File: config.mk
export PLATFORM = sky130hd
export DESIGN_NAME = sfp_norm_ctrl
export DESIGN_NICKNAME = d
export VERILOG_FILES = /design/src/rtl/sfp_pkg.sv /design/src/rtl/sfp_norm_sum.sv /design/src/rtl/sfp_norm_ctrl.sv
export SDC_FILE = /design/constraint.sdc
export NUM_CORES = 1
export LEC_CHECK = 0
export CORE_MARGIN = 2
export CORE_UTILIZATION = 25
export CTS_CLUSTER_DIAMETER = 120
export DETAILED_ROUTE_END_ITERATION = 12
export MAX_ROUTING_LAYER = met4
export SETUP_SLACK_MARGIN = 0.02
export SLEW_MARGIN = 10
export SYNTH_ARGS = -nofsm -noshare
export SYNTH_HDL_FRONTEND = slang
export SYNTH_SLANG_ARGS = --single-unit
export TNS_END_PERCENT = 30
File: constraint.sdc
create_clock -name clk -period 8.6 [get_ports clk]
set_input_delay 1.72 -clock clk [delete_from_list [all_inputs] [get_ports clk]]
set_output_delay 1.72 -clock clk [all_outputs]
set_load 0.01 [all_outputs]
File: src/rtl/sfp_pkg.sv
// Shared types and constants for the SFP normalization path.
package sfp_pkg;

    localparam int SFP_DW         = 20;
    localparam int SFP_DIV_CYCLES = 20;
    localparam int SFP_FRAC_DEF   = 8;

    typedef enum logic [2:0] {
        SFP_IDLE  = 3'd0,
        SFP_LOAD  = 3'd1,
        SFP_ISSUE = 3'd2,
        SFP_WAIT  = 3'd3,
        SFP_DONE  = 3'd4
    } sfp_norm_state_t;

endpackage

File: src/rtl/sfp_norm_sum.sv
// Combinational adder tree over LANES unsigned elements, zero-extended to DW bits.
module sfp_norm_sum #(
    parameter int LANES  = 8,
    parameter int ELEM_W = 11,
    parameter int DW     = 20
) (
    input  logic [LANES*ELEM_W-1:0] elems_i,
    output logic [DW-1:0]           sum_o
);

    // Heap-indexed tree: node n has children 2n and 2n+1, leaves at LANES..2*LANES-1.
    logic [DW-1:0] node [1:2*LANES-1];

    for (genvar i = 0; i < LANES; i++) begin : g_leaf
        assign node[LANES+i] = {{(DW-ELEM_W){1'b0}}, elems_i[i*ELEM_W +: ELEM_W]};
    end

    for (genvar n = 1; n < LANES; n++) begin : g_node
        assign node[n] = node[2*n] + node[2*n+1];
    end

    assign sum_o = node[1];

endmodule

File: src/rtl/sfp_norm_ctrl.sv
// Normalization sequencer: sums a vector, then issues one (elem << FRAC) / sum per lane.
// Define SFP_NORM_ROUND_EN for round-to-nearest quotients; truncating otherwise.
module sfp_norm_ctrl
    import sfp_pkg::*;
#(
    parameter int LANES  = 8,
    parameter int ELEM_W = 11,
    parameter int FRAC   = SFP_FRAC_DEF,
    parameter int DW     = SFP_DW,
    parameter int OUT_W  = FRAC + 1
) (
    input  logic                    clk,
    input  logic                    rst_n,
    input  logic                    in_valid,
    output logic                    in_ready,
    input  logic [LANES*ELEM_W-1:0] in_data,
    output logic                    div_start,
    output logic [DW-1:0]           div_a,
    output logic [DW-1:0]           div_b,
    input  logic                    div_busy,
    input  logic                    div_valid,
    input  logic [DW-1:0]           div_val,
    output logic                    out_valid,
    input  logic                    out_ready,
    output logic [LANES*OUT_W-1:0]  out_data
);

    localparam int IDX_W = $clog2(LANES);
    localparam logic [IDX_W-1:0] LAST_IDX = IDX_W'(LANES - 1);
`ifdef SFP_NORM_ROUND_EN
    localparam bit ROUND_EN = 1'b1;
`else
    localparam bit ROUND_EN = 1'b0;
`endif

    sfp_norm_state_t          state_q, state_d;
    logic [IDX_W-1:0]         idx_q, idx_d;
    logic [LANES*ELEM_W-1:0]  elem_q, elem_d;
    logic [DW-1:0]            sum_q, sum_d;
    logic [DW-1:0]            div_a_q, div_a_d;
    logic [DW-1:0]            div_b_q, div_b_d;
    logic [LANES*OUT_W-1:0]   out_q, out_d;
    logic [DW-1:0]            tree_sum;
    logic [DW-1:0]            issue_a;

    function automatic logic [DW-1:0] dividend(input logic [ELEM_W-1:0] e,
                                               input logic [DW-1:0]     s);
        logic [DW-1:0] a;
        a = {{(DW-ELEM_W){1'b0}}, e} << FRAC;
        a = a + (ROUND_EN ? (s >> 1) : '0);
        return a;
    endfunction

    sfp_norm_sum #(
        .LANES  (LANES),
        .ELEM_W (ELEM_W),
        .DW     (DW)
    ) u_sum (
        .elems_i (elem_q),
        .sum_o   (tree_sum)
    );

    assign issue_a = dividend(elem_q[idx_q*ELEM_W +: ELEM_W], sum_q);

    always_comb begin
        state_d = state_q;
        idx_d   = idx_q;
        elem_d  = elem_q;
        sum_d   = sum_q;
        div_a_d = div_a_q;
        div_b_d = div_b_q;
        out_d   = out_q;
        case (state_q)
            SFP_IDLE: begin
                if (in_valid) begin
                    elem_d  = in_data;
                    idx_d   = '0;
                    state_d = SFP_LOAD;
                end
            end
            SFP_LOAD: begin
                sum_d = tree_sum;
                // The divider never answers a zero divisor, so skip straight to an all-zero result.
                if (tree_sum == '0) begin
                    out_d   = '0;
                    state_d = SFP_DONE;
                end else begin
                    state_d = SFP_ISSUE;
                end
            end
            SFP_ISSUE: begin
                div_a_d = issue_a;
                div_b_d = sum_q;
                state_d = SFP_WAIT;
            end
            SFP_WAIT: begin
                if (div_valid && !div_busy) begin
                    out_d[idx_q*OUT_W +: OUT_W] = div_val[OUT_W-1:0];
                    if (idx_q == LAST_IDX) begin
                        state_d = SFP_DONE;
                    end else begin
                        idx_d   = idx_q + IDX_W'(1);
                        state_d = SFP_ISSUE;
                    end
                end
            end
            SFP_DONE: begin
                if (out_ready) begin
                    state_d = SFP_IDLE;
                end
            end
            default: state_d = SFP_IDLE;
        endcase
    end

    always_ff @(posedge clk) begin
        if (!rst_n) begin
            state_q <= SFP_IDLE;
            idx_q   <= '0;
            elem_q  <= '0;
            sum_q   <= '0;
            div_a_q <= '0;
            div_b_q <= '0;
            out_q   <= '0;
        end else begin
            state_q <= state_d;
            idx_q   <= idx_d;
            elem_q  <= elem_d;
            sum_q   <= sum_d;
            div_a_q <= div_a_d;
            div_b_q <= div_b_d;
            out_q   <= out_d;
        end
    end

    assign in_ready  = (state_q == SFP_IDLE);
    assign div_start = (state_q == SFP_ISSUE);
    assign div_a     = div_start ? issue_a : div_a_q;
    assign div_b     = div_start ? sum_q   : div_b_q;
    assign out_valid = (state_q == SFP_DONE);
    assign out_data  = out_q;

    // Quotients are bounded by 2^FRAC, so the high divider bits carry nothing.
    logic unused_div_hi;
    assign unused_div_hi = ^div_val[DW-1:OUT_W];

endmodule

==> flow_metrics.py <==
metrics = {
    "status": {
        "status": "completed",
    },
    "drt": {
        "drc": 0,
        "avgRoutedWirePerCell_um": 17.09,
        "ant_nets": 0,
        "wl_met3_um": 2085,
        "vias": 9226,
        "wl_um": 34380,
        "first_pass_iters": 5,
        "vias_per_cell": 4.585,
        "top_layer_used": "met4",
        "wl_met2_um": 16440,
        "drt_iter0_drc": 651,
        "detail_route.wirelength.met1_um": 15230,
    },
    "yosys": {
        "syn_area_per_cell_um2": 9.083,
        "syn_inst": 1228,
        "syn_area_um2": 11150,
        "synth_edf_count": 0,
        "synth.net_count": 1427,
        "yosysSeqAreaShare_pct": 39.48,
        "async_flop_share_pct": 0,
        "ys_types": 55,
        "synth_ff_type": "dfxtp_1",
        "synth-seq-cells": 220,
        "ys_warn_count": 0,
    },
    "sta": {
        "maxSlewViolCount": 0,
        "rsz0062_at_grt": "false",
        "hold_viol": 0,
        "clock.fmax_mhz": 179.5,
        "setup_ws_ns": 3.029,
        "whs_ns": 0.4696,
        "max_slew_margin_pct": 28.74,
        "setup_viol": 0,
        "fin_worst_skew_ns": 0.02390,
        "final.setup.tns_ns": 0,
        "finalCriticalPeriod_ns": 5.571,
        "post-route-period-util_pct": 64.78,
        "tightest_slew_ns": 1.069,
    },
    "finish": {
        "drive_gt1_share_pct": 6.197,
        "fin_area_um2": 14660,
        "n_antenna_cell": 0,
        "layout_common_cells": "nand2_1 (287), dfxtp_1 (219), clkdlybuf4s50_1 (216)",
        "layout_commonest_cell": "nand2_1",
        "nets": 1600,
        "areaGrowthSynthToFinish_pct": 31.43,
    },
    "clock_network": {
        "htreeDepth": 1,
        "cts-buffers-inserted": 26,
        "clk_latency_ns": 0.56,
        "post_cts_buffers": 0,
        "root_buffer": "clkbuf_16",
        "cts_resized": 0,
        "cts_tree": "yes",
        "cts_buffer_depth": 3,
        "cts_sinks": 220,
        "ctsHoldBuffers": 0,
        "clk_pin_slew_ns": 0.06,
    },
    "placed_design": {
        "hpwlAfterDp_um": 25420,
        "gp_congestion": 0.8421,
        "portBuffers": 217,
        "dp_slack_ns": 3.063,
        "place_area_um2": 13780,
    },
    "worst_setup_path": {
        "crit_arrival_ns": 5.98,
        "path_class": "reg2reg",
        "r2r_slack_ns": 3.03,
        "cpMaxStageDelayCell": "buf_4",
        "slowest_delay_ns": 0.66,
        "crit_required_ns": 9.01,
        "path_delay_family": "adder cells",
        "path_buf_inv": 4,
        "crit_chain": "fa_1 -> inv_1 -> fa_1 -> fa_1 -> fa_1 -> inv_1 -> ha_1 -> inv_1 -> fa_1 -> nor2b_1 -> o221ai_1 -> a32oi_1 -> xnor2_1 -> o21ai_2 -> nor4_4 -> buf_4 -> o22ai_1",
        "cp-start-kind": "flop",
        "critPathMaxFanout": 73,
        "path_common_cell": "fa_1",
        "crit_path_end_kind": "flop",
    },
    "die": {
        "start_util_pct": 25.28,
        "num_rows": 77,
        "design.die.area_um2": 46320,
        "core-area_um2": 44120,
        "pin_count": 229,
        "dieWidth_um": 215.2,
        "fp.dieH_um": 215.2,
    },
    "global_route": {
        "grt_usage_pct": 14.93,
        "antenna_found_initial": 0,
        "grt-ovfl-total": 0,
        "grt_pass1_vias": 9042,
        "grt_max_degree": 129,
        "grt_pass1_wl_um": 53020,
    },
    "pwr": {
        "peakVddDrop_uv": 126.0,
        "p_leak_nw": 5.371,
        "power_density_nw_per_um2": 215.2,
        "power_mw": 3.154,
    },
    "run": {
        "max-cap-violations": 0,
    },
    "min_path": {
        "hold_path_class": "reg2reg",
    },
}
worst min-delay path, stage by stage, from the launching register on:
cell	delay [ns]
dfxtp_1	0.31
nand2_1	0.05
a21boi_0	0.06
per-stage QoR:
step,utilization [%],cells
floorplan,-,1228
global placement,31.22,1965
detailed placement,31.22,1965
CTS,33.22,2012
global route,33.22,2012
finish,33.22,2012
final timing paths:
kind              depth (start not counted)  startpoint            to
setup / recovery                         17  elem_q[34]  out_data[59]
hold / removal                            2   sum_q[11]     sum_q[11]
setup reg to reg                         17  elem_q[34]  out_data[59]
hold reg to reg                           2   sum_q[11]     sum_q[11]
power by group:
group	internal [mW]	switching (mW)
clock network	0.684	0.463
registers	1.07	0.0452
logic	0.371	0.518
synth_stat cells (2+ instances only):
| master | instances | area share, % |
|---|---|---|
| o22ai_1 | 67 | 3.8 |
| nand2_1 | 288 | 9.7 |
| buf_1 | 6 | 0.20 |
| nand4_1 | 6 | 0.34 |
| ha_1 | 20 | 2.2 |
| nor3b_1 | 2 | 0.13 |
| mux2i_1 | 11 | 0.99 |
| o21ai_0 | 21 | 0.94 |
| a32oi_1 | 2 | 0.16 |
| nand3_1 | 79 | 3.5 |
| xnor2_1 | 6 | 0.47 |
| a211oi_1 | 3 | 0.20 |
| nor3_1 | 9 | 0.40 |
| nor2b_1 | 7 | 0.39 |
| fa_1 | 65 | 12 |
| and2_1 | 49 | 2.7 |
| o21a_1 | 3 | 0.20 |
| buf_6 | 8 | 0.81 |
| nor4_4 | 2 | 0.38 |
| a21boi_0 | 94 | 6.3 |
| dfxtp_1 | 220 | 39 |
| and3_1 | 15 | 0.84 |
| inv_1 | 93 | 3.1 |
| a21o_1 | 6 | 0.40 |
| xor2_1 | 4 | 0.31 |
| nor2_1 | 11 | 0.37 |
| o22ai_2 | 6 | 0.67 |
| a21oi_1 | 6 | 0.27 |
| o211a_1 | 3 | 0.27 |
| nand2b_1 | 4 | 0.22 |
| clkbuf_1 | 67 | 2.3 |
| mux4_2 | 22 | 4.4 |
flip-flops by register name, summed over array words and instances (netlist names):
signal,count
sum_q,14
out_data,72
state_q,3
idx_q,3
div_b_q,20
div_a_q,20
elem_q,88
layout make-up:
type                       count  area [µm²]
clock buffer                  36       728.2
clock inverter                11       155.1
fill                        4619       29460
inverter                      93       349.1
multi-input combinational    834        6041
sequential                   220        4405
tap                          592       740.7
timing repair buffer         226        2241
per-layer routing:
metal  up-vias  GRT usage (%)
met4         0          2.805
met2       316          24.60
met1      4383          19.37
li1       4482              -
met3        45          2.562
met5         -              -
logic make-up (layout without fill, tap and decap cells):
family          count (synthesis)  in the layout  synth area share [%]
compound gates                225            225                 14.31
xor+xnor                       10             10                0.7852
fa+ha+maj                      85             85                 13.91
buf+inv                       174            366                 6.394
flops                         220            220                 39.48
mux                            33             33                 5.429
simple gates                  481            481                 19.69
(Power assumes the default switching activity.)
